**src/rtl/mon_pkg.sv**
```systemverilog
// Shared types for the data-memory write monitor: checker states and failure codes.
package mon_pkg;

    typedef enum logic [1:0] {IDLE, RUN, PASS, FAIL} mon_state_t;

    localparam logic [1:0] FC_NONE    = 2'd0;
    localparam logic [1:0] FC_ADDR    = 2'd1;
    localparam logic [1:0] FC_DATA    = 2'd2;
    localparam logic [1:0] FC_TIMEOUT = 2'd3;

endpackage

```
**src/rtl/exp_fifo.sv**
```systemverilog
// Circular table of expected (address, data) store pairs with push, pop and occupancy count.
module exp_fifo #(
    parameter int DEPTH = 4,
    parameter int AW    = 32,
    parameter int DW    = 32
) (
    input  logic                       clk,
    input  logic                       reset,
    input  logic                       clear,
    input  logic                       push,
    input  logic                       pop,
    input  logic [AW-1:0]              push_addr,
    input  logic [DW-1:0]              push_data,
    output logic [AW-1:0]              head_addr,
    output logic [DW-1:0]              head_data,
    output logic [$clog2(DEPTH+1)-1:0] cnt
);

    localparam int PW = $clog2(DEPTH);
    localparam int CW = $clog2(DEPTH+1);

    logic [AW-1:0] addr_mem [DEPTH];
    logic [DW-1:0] data_mem [DEPTH];
    logic [PW-1:0] rd_q, wr_q;
    logic [CW-1:0] cnt_q;

    always_ff @(posedge clk or posedge reset) begin
        if (reset) begin
            rd_q  <= '0;
            wr_q  <= '0;
            cnt_q <= '0;
        end else if (clear) begin
            rd_q  <= '0;
            wr_q  <= '0;
            cnt_q <= '0;
        end else begin
            if (push) wr_q <= wr_q + 1'b1;
            if (pop)  rd_q <= rd_q + 1'b1;
            if (push && !pop)      cnt_q <= cnt_q + 1'b1;
            else if (pop && !push) cnt_q <= cnt_q - 1'b1;
        end
    end

    // Storage needs no reset: entries are only read while cnt covers them.
    always_ff @(posedge clk) begin
        if (push && !clear) begin
            addr_mem[wr_q] <= push_addr;
            data_mem[wr_q] <= push_data;
        end
    end

    assign head_addr = addr_mem[rd_q];
    assign head_data = data_mem[rd_q];
    assign cnt       = cnt_q;

endmodule

```
**src/rtl/mem_write_monitor.sv**
```systemverilog
// Checks core stores in order against a loaded table of expected writes and
// reports a sticky pass/fail verdict with diagnostics of the offending store.
module mem_write_monitor
    import mon_pkg::*;
#(
    parameter int          ADDR_W      = 32,
    parameter int          DATA_W      = 32,
    parameter int          DEPTH       = 4,
    parameter bit          IGNORE_EN   = 1'b1,
    parameter logic [ADDR_W-1:0] IGNORE_ADDR = ADDR_W'(96),
    parameter int unsigned TIMEOUT     = 1024
) (
    input  logic                       clk,
    input  logic                       reset,
    input  logic                       clear,
    input  logic                       exp_valid,
    output logic                       exp_ready,
    input  logic [ADDR_W-1:0]          exp_addr,
    input  logic [DATA_W-1:0]          exp_data,
    input  logic                       start,
    input  logic                       MemWrite,
    input  logic [ADDR_W-1:0]          DataAdr,
    input  logic [DATA_W-1:0]          WriteData,
    output logic                       busy,
    output logic                       done,
    output logic                       pass,
    output logic [1:0]                 fail_code,
    output logic [ADDR_W-1:0]          fail_addr,
    output logic [DATA_W-1:0]          fail_data,
    output logic [$clog2(DEPTH+1)-1:0] match_count
);

    localparam int CW = $clog2(DEPTH+1);
    localparam int TW = (TIMEOUT > 1) ? $clog2(TIMEOUT) : 1;

    mon_state_t        state_q, state_d;
    logic [CW-1:0]     mc_q, mc_d;
    logic [TW-1:0]     tmo_q, tmo_d;
    logic [1:0]        fc_q, fc_d;
    logic [ADDR_W-1:0] fa_q, fa_d;
    logic [DATA_W-1:0] fd_q, fd_d;

    logic              push, pop;
    logic [ADDR_W-1:0] head_addr;
    logic [DATA_W-1:0] head_data;
    logic [CW-1:0]     cnt;
    logic              skip, addr_hit, data_hit;

    exp_fifo #(
        .DEPTH (DEPTH),
        .AW    (ADDR_W),
        .DW    (DATA_W)
    ) u_table (
        .clk       (clk),
        .reset     (reset),
        .clear     (clear),
        .push      (push),
        .pop       (pop),
        .push_addr (exp_addr),
        .push_data (exp_data),
        .head_addr (head_addr),
        .head_data (head_data),
        .cnt       (cnt)
    );

    assign exp_ready = (state_q == IDLE) && (cnt < CW'(DEPTH));
    assign push      = exp_valid && exp_ready;

    assign skip     = MemWrite && IGNORE_EN && (DataAdr == IGNORE_ADDR);
    assign addr_hit = (DataAdr == head_addr);
    assign data_hit = (WriteData == head_data);

    always_comb begin
        state_d = state_q;
        mc_d    = mc_q;
        tmo_d   = tmo_q;
        fc_d    = fc_q;
        fa_d    = fa_q;
        fd_d    = fd_q;
        pop     = 1'b0;
        case (state_q)
            IDLE: begin
                // A push in the same cycle as start already counts as an entry.
                if (start && ((cnt != '0) || push)) begin
                    state_d = RUN;
                    tmo_d   = '0;
                end
            end
            RUN: begin
                if (MemWrite && !skip) begin
                    if (addr_hit && data_hit) begin
                        pop   = 1'b1;
                        mc_d  = mc_q + 1'b1;
                        tmo_d = '0;
                        if (cnt == CW'(1)) state_d = PASS;
                    end else begin
                        state_d = FAIL;
                        fc_d    = addr_hit ? FC_DATA : FC_ADDR;
                        fa_d    = DataAdr;
                        fd_d    = WriteData;
                    end
                end else if (tmo_q == TW'(TIMEOUT - 1)) begin
                    state_d = FAIL;
                    fc_d    = FC_TIMEOUT;
                    fa_d    = '0;
                    fd_d    = '0;
                end else begin
                    tmo_d = tmo_q + 1'b1;
                end
            end
            default: ;
        endcase
    end

    always_ff @(posedge clk or posedge reset) begin
        if (reset) begin
            state_q <= IDLE;
            mc_q    <= '0;
            tmo_q   <= '0;
            fc_q    <= FC_NONE;
            fa_q    <= '0;
            fd_q    <= '0;
        end else if (clear) begin
            state_q <= IDLE;
            mc_q    <= '0;
            tmo_q   <= '0;
            fc_q    <= FC_NONE;
            fa_q    <= '0;
            fd_q    <= '0;
        end else begin
            state_q <= state_d;
            mc_q    <= mc_d;
            tmo_q   <= tmo_d;
            fc_q    <= fc_d;
            fa_q    <= fa_d;
            fd_q    <= fd_d;
        end
    end

    assign busy        = (state_q == RUN);
    assign done        = (state_q == PASS) || (state_q == FAIL);
    assign pass        = (state_q == PASS);
    assign fail_code   = fc_q;
    assign fail_addr   = fa_q;
    assign fail_data   = fd_q;
    assign match_count = mc_q;

endmodule

```
**config.mk**
```make
export PLATFORM = sky130hd
export DESIGN_NAME = mem_write_monitor
export DESIGN_NICKNAME = d
export VERILOG_FILES = /design/src/rtl/mon_pkg.sv /design/src/rtl/exp_fifo.sv /design/src/rtl/mem_write_monitor.sv
export SDC_FILE = /design/constraint.sdc
export NUM_CORES = 1
export LEC_CHECK = 0
export ABC_AREA = 1
export BUFFER_PORTS_ARGS = -buffer_cell sky130_fd_sc_hd__clkbuf_2
export CORE_MARGIN = 1
export CORE_UTILIZATION = 40
export CTS_CLUSTER_DIAMETER = 60
export DETAILED_ROUTE_END_ITERATION = 10
export PLACE_DENSITY = 0.59
export SYNTH_ARGS = -nofsm -noshare
export SYNTH_HDL_FRONTEND = slang
export SYNTH_SLANG_ARGS = --single-unit
```
**constraint.sdc**
```tcl
create_clock -name clk -period 7.8 [get_ports clk]
set_clock_uncertainty 0.15 [all_clocks]
set_input_delay 1.56 -clock clk [delete_from_list [all_inputs] [get_ports clk]]
set_output_delay 1.56 -clock clk [all_outputs]
set_load 0.02 [all_outputs]
```
==> impl_results.md, run 1 <==
* Grt ovf at 0
* F_max at 203 MHz
* Pins Over Slew Limit at 0
* Syn nets at 1674
* Clock sink count at 344
* Site Rows at 70
* Power Density at 269 mW/mm^2
* Comb pwr share at 0.182
* Htree depth at 2
* Initial antenna violation count at 5
* Core ar. at 0.0369 mm^2
* Simple-gate area share of the yosys netlist at 0.288
* Cell family with most CP delay: buffers and inverters
* Vias at 11100
* Synthesized cell area at 0.0151 mm^2
* Utilization after layout at 0.483
* Num CTS Buffers at 38
* Initial core utilization at 0.409
* Port bufs at 206
* I/O Pins at 207
* GR Util All Layers at 0.204
* Fin. Hold Viols at 0
* Die width at 196 um
* DIE AREA at 0.0385 mm^2
* Hold WS at 320 ps
* Post-synthesis mux area share at 0
* Wirelength per Cell at 17.1 um
* Crit path cell chain: inv_4 > buf_4 > nand2_1 > nand3_1 > nand2_1 > nand2_1 > nand2_1 > nor2_1 > nand2_1 > nor2_1 > nand2_1 > nor2_2 > nand2_1 > a31oi_4 > buf_4 > nand2_1 > nand2_1
* DRT antenna net count at 0
* Post-Place Cell Area at 0.0166 mm^2
* CP dominant cell by count: nand2_1
* Post-route DRC at 0
* Reg2Reg Launch Point: u_table.rd_q[0]
* Slew margin rel. at 0.208
* HPWL after detailed placement at 24.7 mm
* First-pass GRT wire length at 59.9 mm
* Syn Area/Cell at 9.85 um^2
* Synth warn at 0
* Maxcap violations at 0
* Worst Slack Setup Final at 2880 ps
* Maximum root-to-sink buffer count at 3
* RSZ-0062 raised after global routing: false
* Sequential area share after synthesis at 0.656
* Final nets at 1873
* Endpoints failing setup at 0
* Clock root buffer: clkbuf_16
* Setup TNS at 0 ps
* Share of layout cells above drive strength 1 at 0.164
* TritonCTS clock tree: done
* XOR/XNOR Fraction of Synth Area at 0.00988
* Switching power at 1.40 mW
* Post-layout minimum cycle time at 4920 ps
* Final period utilization at 0.631
* CP startpoint: u_table.rd_q[0]
* CP Data Arrival Time at 5230 ps
* Post-CTS Hold Fix Bufs at 0
* Critical path class: reg -> reg
* Via-per-instance ratio at 4.91
* Adder-Cell Fraction of Synth Area at 0.00830
* CP Buf/Inv Count at 3
* Gpl congestion at 0.843
* Worst VDD drop at 190 uV
* Hold_sp: fail_data[30]
* Clock share of power at 0.365
* Drt pass-1 iters at 5
* Post-CTS Setup Bufs at 0
* Netlist cell types at 30
* Vias in the first global route at 10700
* Switch share at 0.292
* Outcome: finished clean
* Die height at 196 um
* Critical path data required time at 8110 ps
* Startpoint types: register
* Largest net degree at the start of global routing at 107
* Worst slew pin tran at 1190 ps
* Reg power frac at 0.452
* CP max stage delay at 850 ps
* Area Overhead vs Synth at 18.0%
* Critical path's slowest cell: a31oi_4
* Most common cell after layout, fill and taps aside: nand2_1
* Insertion delay to the later sink of the worst-skew pair at 530 ps
* Place WS at 2840 ps
* Worst hold path type: reg -> reg
* Mapped Cells at 1530
* Synth Area in Compound Gates at 0.00548
* DRC marker count from the first detailed-route iteration at 736
* Post-route cell area at 0.0178 mm^2
* Most frequent cells in the layout: nand2_1 (717), edfxtp_1 (256), clkbuf_2 (206)
* Drt total wl at 38.9 mm
* PostCTS Resize Cnt at 0
* Largest family of logic cells by synthesized area: simple AND/OR/NAND/NOR gates
* CP Capture Type: register
* Clk pin slew, worst setup/hold paths at 60 ps
* Cell-internal power at 3.40 mW
* Flops & latches, synth at 344
* Worst-path maximum fanout at 89
* Leakage at 7.93 nW
registers in the layout, summed over array words and instances (netlist names):
signal,count
fail_addr,32
fail_code,2
fail_data,32
match_count,3
state_q,2
tmo_q,10
u_table.addr_mem,128
u_table.cnt,3
u_table.data_mem,128
u_table.rd_q,2
u_table.wr_q,2
worst min-delay path, cell delays in order (launching register included):
cell	delay, ps
dfrtp_1	340
nand2_1	50
nand2_1	40
cell usage after synthesis:
master	count	area, um^2
and2_1	1	6.26
buf_4	5	37.5
dfrtp_1	88	2200
clkinv_1	1	3.75
o21ai_0	6	30.0
a211o_1	1	8.76
o21ai_1	1	5.00
nand3b_1	44	330
nor2_2	1	6.26
nand2_1	717	2690
inv_1	42	158
xnor2_1	4	35.0
nor3_1	1	5.00
clkbuf_1	12	45.0
a21oi_1	1	5.00
inv_2	2	7.51
nand3_1	175	876
nand4_1	12	75.1
nor2_1	87	327
edfxtp_1	256	7690
xor2_1	13	114
o21bai_1	1	7.51
nor3b_1	1	7.51
buf_6	4	45.0
a31oi_1	1	6.26
a31oi_2	1	12.5
a211oi_1	1	7.51
buf_2	37	185
nor4_1	4	25.0
ha_1	10	125
area by class of cell:
type	count	area [um^2]
fillers	3435	19100
flip-flops and latches	344	9890
multi-input cells	1083	4740
repair buffers	217	1110
clock buffers	48	1020
well taps	504	631
clock inverters	22	208
inverters	45	175
diodes	4	10.0
layer usage:
metal	GRT usage	wire length, um	part of all wire
met5	0	17	0.00044
met4	0.0527	531	0.014
met3	0.0371	2290	0.059
met2	0.336	18600	0.48
met1	0.277	17500	0.45
power groups by stage:
stage	Clock, mW	Combinational (mW)	Sequential (mW)
3_5_place_dp	0	0.882	2.20
4_1_cts	1.78	0.884	2.17
5_1_grt	1.86	0.985	2.18
6_report	1.75	0.873	2.17
3_3_place_gp	0	0.867	2.20
2_1_floorplan	0	0.535	2.26
path summary, 6_finish.rpt:
| kind | cells past startpoint | end | slack (ps) |
|---|---|---|---|
| hold / removal | 2 | fail_data[30] | 320 |
| min in group asynchronous | 2 | fail_addr[3] | 880 |
| max in group asynchronous | 3 | u_table.rd_q[0] | 5370 |
| setup reg to reg | 17 | fail_data[15] | 2880 |
| hold reg to reg | 2 | fail_data[30] | 320 |
| setup / recovery | 17 | fail_data[15] | 2880 |
per-stage QoR:
step | total power [mW] | instances
6_report | 4.79 | 2267
5_1_grt | 5.02 | 2266
3_5_place_dp | 3.09 | 2193
3_3_place_gp | 3.07 | 2193
4_1_cts | 4.83 | 2263
2_1_floorplan | 2.79 | 1530
cells by family after synthesis:
| kind of cell | after synthesis |
|---|---|
| adder cells (fa/ha/maj) | 10 |
| buffers and inverters | 103 |
| flip-flops | 344 |
| AO/OA/AOI/OAI | 13 |
| AND/OR/NAND/NOR | 1043 |
| XOR/XNOR | 17 |
(Power assumes the default switching activity.)
==> run 2, diff against run 1 <==
--- a/config.mk
+++ b/config.mk
@@ -5,7 +5,7 @@
 export SDC_FILE = /design/constraint.sdc
 export NUM_CORES = 1
 export LEC_CHECK = 0
-export ABC_AREA = 1
+export ABC_AREA = 0
 export BUFFER_PORTS_ARGS = -buffer_cell sky130_fd_sc_hd__clkbuf_2
 export CORE_MARGIN = 1
 export CORE_UTILIZATION = 40
==> constraint.sdc (replaced) <==
create_clock -name clk -period 4.8 [get_ports clk]
set_clock_uncertainty 0.15 [all_clocks]
set_input_delay 0.96 -clock clk [delete_from_list [all_inputs] [get_ports clk]]
set_output_delay 0.96 -clock clk [all_outputs]
set_load 0.02 [all_outputs]
==> impl_results.md, run 2 <==
* Reg2reg setup slack at 920 ps (was 2880 ps)
* Worst VDD drop at 337 uV (was 190 uV)
* Initial antenna violation count at 2 (was 5)
* Netlist cell types at 48 (was 30)
* Outcome: finished clean (unchanged)
* Crit path to: tmo_q[9] (was fail_data[15])
* FILL cells at 2824 (was 3435)
* Mapped Cells at 755 (was 1530)
* RSZ-0062 raised after global routing: false (unchanged)
* Most frequent cells after synthesis: edfxtp_1 (256), dfrtp_1 (88), a32o_1 (64), mux4_2 (64), xnor2_1 (50) (was nand2_1 (717), edfxtp_1 (256), nand3_1 (175))
* Critical path's slowest cell: o41ai_4 (was a31oi_4)
* Number of enable flip-flop cells after synthesis at 256 (unchanged)
* Most frequent cells in the layout: edfxtp_1 (256), clkbuf_2 (206), dfrtp_1 (86) (was nand2_1 (717), edfxtp_1 (256), clkbuf_2 (206))
* Maxcap violations at 0 (unchanged)
* Worst hold path type: reg -> reg (unchanged)
* Synthesized cell area at 0.0139 mm^2 (was 0.0151 mm^2)
* Switching power at 1.58 mW (was 1.40 mW)
* Sequential area share after synthesis at 0.714 (was 0.656)
* Synth Area in Compound Gates at 0.0683 (was 0.00548)
* GR Util All Layers at 0.189 (was 0.204)
* F_max at 257 MHz (was 203 MHz)
* PostCTS Resize Cnt at 0 (unchanged)
* Htree depth at 2 (unchanged)
* Comb pwr share at 0.088 (was 0.182)
* Post-synthesis mux area share at 0.108 (was 0)
* Setup TNS at 0 ps (unchanged)
* CP max stage delay at 620 ps (was 850 ps)
* Clock root buffer: clkbuf_16 (unchanged)
* DRC marker count from the first detailed-route iteration at 586 (was 736)
* Vias at 7867 (was 11100)
* HPWL after detailed placement at 22.5 mm (was 24.7 mm)
* DIE AREA at 0.0354 mm^2 (was 0.0385 mm^2)
* Slew margin rel. at 0.442 (was 0.208)
* Post-CTS Setup Bufs at 0 (unchanged)
* Worst slew pin tran at 837 ps (was 1190 ps)
* TritonCTS clock tree: done (unchanged)
* Post-layout minimum cycle time at 3880 ps (was 4920 ps)
* Clk pin slew, worst setup/hold paths at 60 ps (about the same)
* Drt pass-1 iters at 5 (unchanged)
* CP Capture Type: register (unchanged)
* Gpl congestion at 0.810 (was 0.843)
* CP startpoint: u_table.rd_q[0] (unchanged)
* Switch share at 0.232 (was 0.292)
* Most common cell after layout, fill and taps aside: edfxtp_1 (was nand2_1)
* Synth Flop Type: edfxtp_1 (unchanged)
* Fin. Hold Viols at 0 (unchanged)
* DRT antenna net count at 0 (unchanged)
* Largest family of logic cells by synthesized area: multiplexers (was simple AND/OR/NAND/NOR gates)
* Post-synth top area share at 0.555 (was 0.510)
* Startpoint types: register (unchanged)
* CP Buf/Inv Count at 2 (was 3)
* Post-CTS Hold Fix Bufs at 0 (unchanged)
* Leakage at 6.12 nW (was 7.93 nW)
* Most common cell in the synthesized netlist: edfxtp_1 (was nand2_1)
* Die width at 188 um (was 196 um)
* Cell taking the most area after synthesis: edfxtp_1 (unchanged)
* Via-per-instance ratio at 5.38 (was 4.91)
* Async S/R FF share, synth at 0.256 (unchanged)
* Pins Over Slew Limit at 0 (unchanged)
* Worst-path maximum fanout at 19 (was 89)
* Drt total wl at 33.1 mm (was 38.9 mm)
* Post-route DRC at 0 (unchanged)
* Crit path cell chain: buf_12 > mux4_2 > xnor2_1 > nand4_1 > nor4_2 > nand4b_1 > buf_4 > o41ai_4 > a31oi_1 (was inv_4 > buf_4 > nand2_1 > nand3_1 > nand2_1 > nand2_1 > nand2_1 > nor2_1 > nand2_1 > nor2_1 > nand2_1 > nor2_2 > nand2_1 > a31oi_4 > buf_4 > nand2_1 > nand2_1)
* Site Rows at 67 (was 70)
* Share of layout cells above drive strength 1 at 0.359 (was 0.164)
* Reg2reg path depth at 9 (was 17)
* Synth top area cells: edfxtp_1 (55%), dfrtp_1 (16%), mux4_2 (10%) (was edfxtp_1 (51%), nand2_1 (18%), dfrtp_1 (15%))
* First-pass GRT wire length at 49.9 mm (was 59.9 mm)
* I/O Pins at 207 (unchanged)
* Wirelength per Cell at 22.6 um (was 17.1 um)
* Clock share of power at 0.414 (was 0.365)
* Port bufs at 206 (unchanged)
* R2R Path End: tmo_q[9] (was fail_data[15])
* Post-route cell area at 0.0167 mm^2 (was 0.0178 mm^2)
* Initial core utilization at 0.410 (was 0.409)
* Synth warn at 0 (unchanged)
* Cell family with most CP delay: simple AND/OR/NAND/NOR gates (was buffers and inverters)
* Endpoints failing setup at 0 (unchanged)
* Syn nets at 899 (was 1674)
* Insertion delay to the later sink of the worst-skew pair at 520 ps (was 530 ps)
* Syn Area/Cell at 18.4 um^2 (was 9.85 um^2)
* Hold_sp: tmo_q[9] (was fail_data[30])
* Die height at 188 um (was 196 um)
* Cell-internal power at 5.25 mW (was 3.40 mW)
* XOR/XNOR Fraction of Synth Area at 0.0417 (was 0.00988)
* Largest net degree at the start of global routing at 66 (was 107)
* Final period utilization at 0.809 (was 0.631)
* Power Density at 409 mW/mm^2 (was 269 mW/mm^2)
* Adder-Cell Fraction of Synth Area at 0.00903 (was 0.00830)
* Critical path data required time at 5010 ps (was 8110 ps)
* Post-Place Cell Area at 0.0155 mm^2 (was 0.0166 mm^2)
* Simple-gate area share of the yosys netlist at 0.0391 (was 0.288)
* Reg2Reg Launch Point: u_table.rd_q[0] (unchanged)
* Area Overhead vs Synth at 20.7% (was 18.0%)
* Critical path class: reg -> reg (unchanged)
* CP Data Arrival Time at 4100 ps (was 5230 ps)
* Clock sink count at 344 (unchanged)
* Reg power frac at 0.497 (was 0.452)
* Flops & latches, synth at 344 (unchanged)
* Vias in the first global route at 8112 (was 10700)
* Largest registers in the final layout: u_table.addr_mem: 128 flops, u_table.data_mem: 128 flops (unchanged)
* Final nets at 1127 (was 1873)
* Core ar. at 0.0338 mm^2 (was 0.0369 mm^2)
* Critical Path Stages at 9 (was 17)
* Maximum root-to-sink buffer count at 3 (unchanged)
* Grt ovf at 0 (unchanged)
* Num CTS Buffers at 39 (was 38)
## run 2: changes by cell type after synthesis, moves of 44 or more
| cell | delta |
|---|---|
| a32o_1 | +64 |
| mux4_2 | +64 |
| nand2_1 | -698 |
| nand3_1 | -168 |
| nand3b_1 | -44 |
| nor2_1 | -73 |
| xnor2_1 | +46 |
## run 2: cell families after synthesis
group | Yosys count
AO/OA/AOI/OAI | 110
XOR/XNOR | 66
adder cells (fa/ha/maj) | 10
buffers and inverters | 57
flip-flops | 344
multiplexers | 69
AND/OR/NAND/NOR | 99
## run 2: layout make-up
type	count	area [um^2]	area share
Sequential cell	344	9890	0.592
Multi-Input combinational cell	354	3710	0.222
Timing Repair Buffer	229	1270	0.0757
Clock buffer	55	1080	0.0644
Tap cell	448	561	0.0335
Clock inverter	16	151	0.00905
Inverter	15	58.8	0.00352
Antenna cell	2	5.00	0.000299
## run 2: through the flow
stage | utilization | worst slack, ps | power [mW] | std cells | hold WS, ps
3_3_place_gp | 0.459 | 838 | 4.07 | 1390 | 332
4_1_cts | 0.495 | 883 | 6.91 | 1461 | 347
5_1_grt | 0.495 | 653 | 7.07 | 1462 | 361
3_5_place_dp | 0.459 | 899 | 4.07 | 1390 | 337
6_report | 0.495 | 916 | 6.83 | 1463 | 345
2_1_floorplan | - | 1080 | 3.80 | 755 | 313
## run 2: worst min-delay path by stage
stage,depth (start not counted),endpoint,slack (ps)
floorplan,1,tmo_q[9],310
global placement,1,tmo_q[9],330
detailed placement,1,tmo_q[9],340
CTS,1,tmo_q[9],350
global route,1,tmo_q[0],360
finish,1,tmo_q[9],350
## run 2: per-layer routing
layer | track usage | part of all wire
met5 | 0 | 0
met4 | 0.0491 | 0.017
met3 | 0.0361 | 0.056
met2 | 0.313 | 0.50
met1 | 0.255 | 0.42
## run 2: power groups by stage
stage / registers (mW) / logic (mW) / clock network (mW)
6_report: 3.40 / 0.605 / 2.83
5_1_grt: 3.41 / 0.659 / 3.00
4_1_cts: 3.40 / 0.615 / 2.89
3_5_place_dp: 3.46 / 0.612 / 0
3_3_place_gp: 3.46 / 0.610 / 0
2_1_floorplan: 3.49 / 0.305 / 0
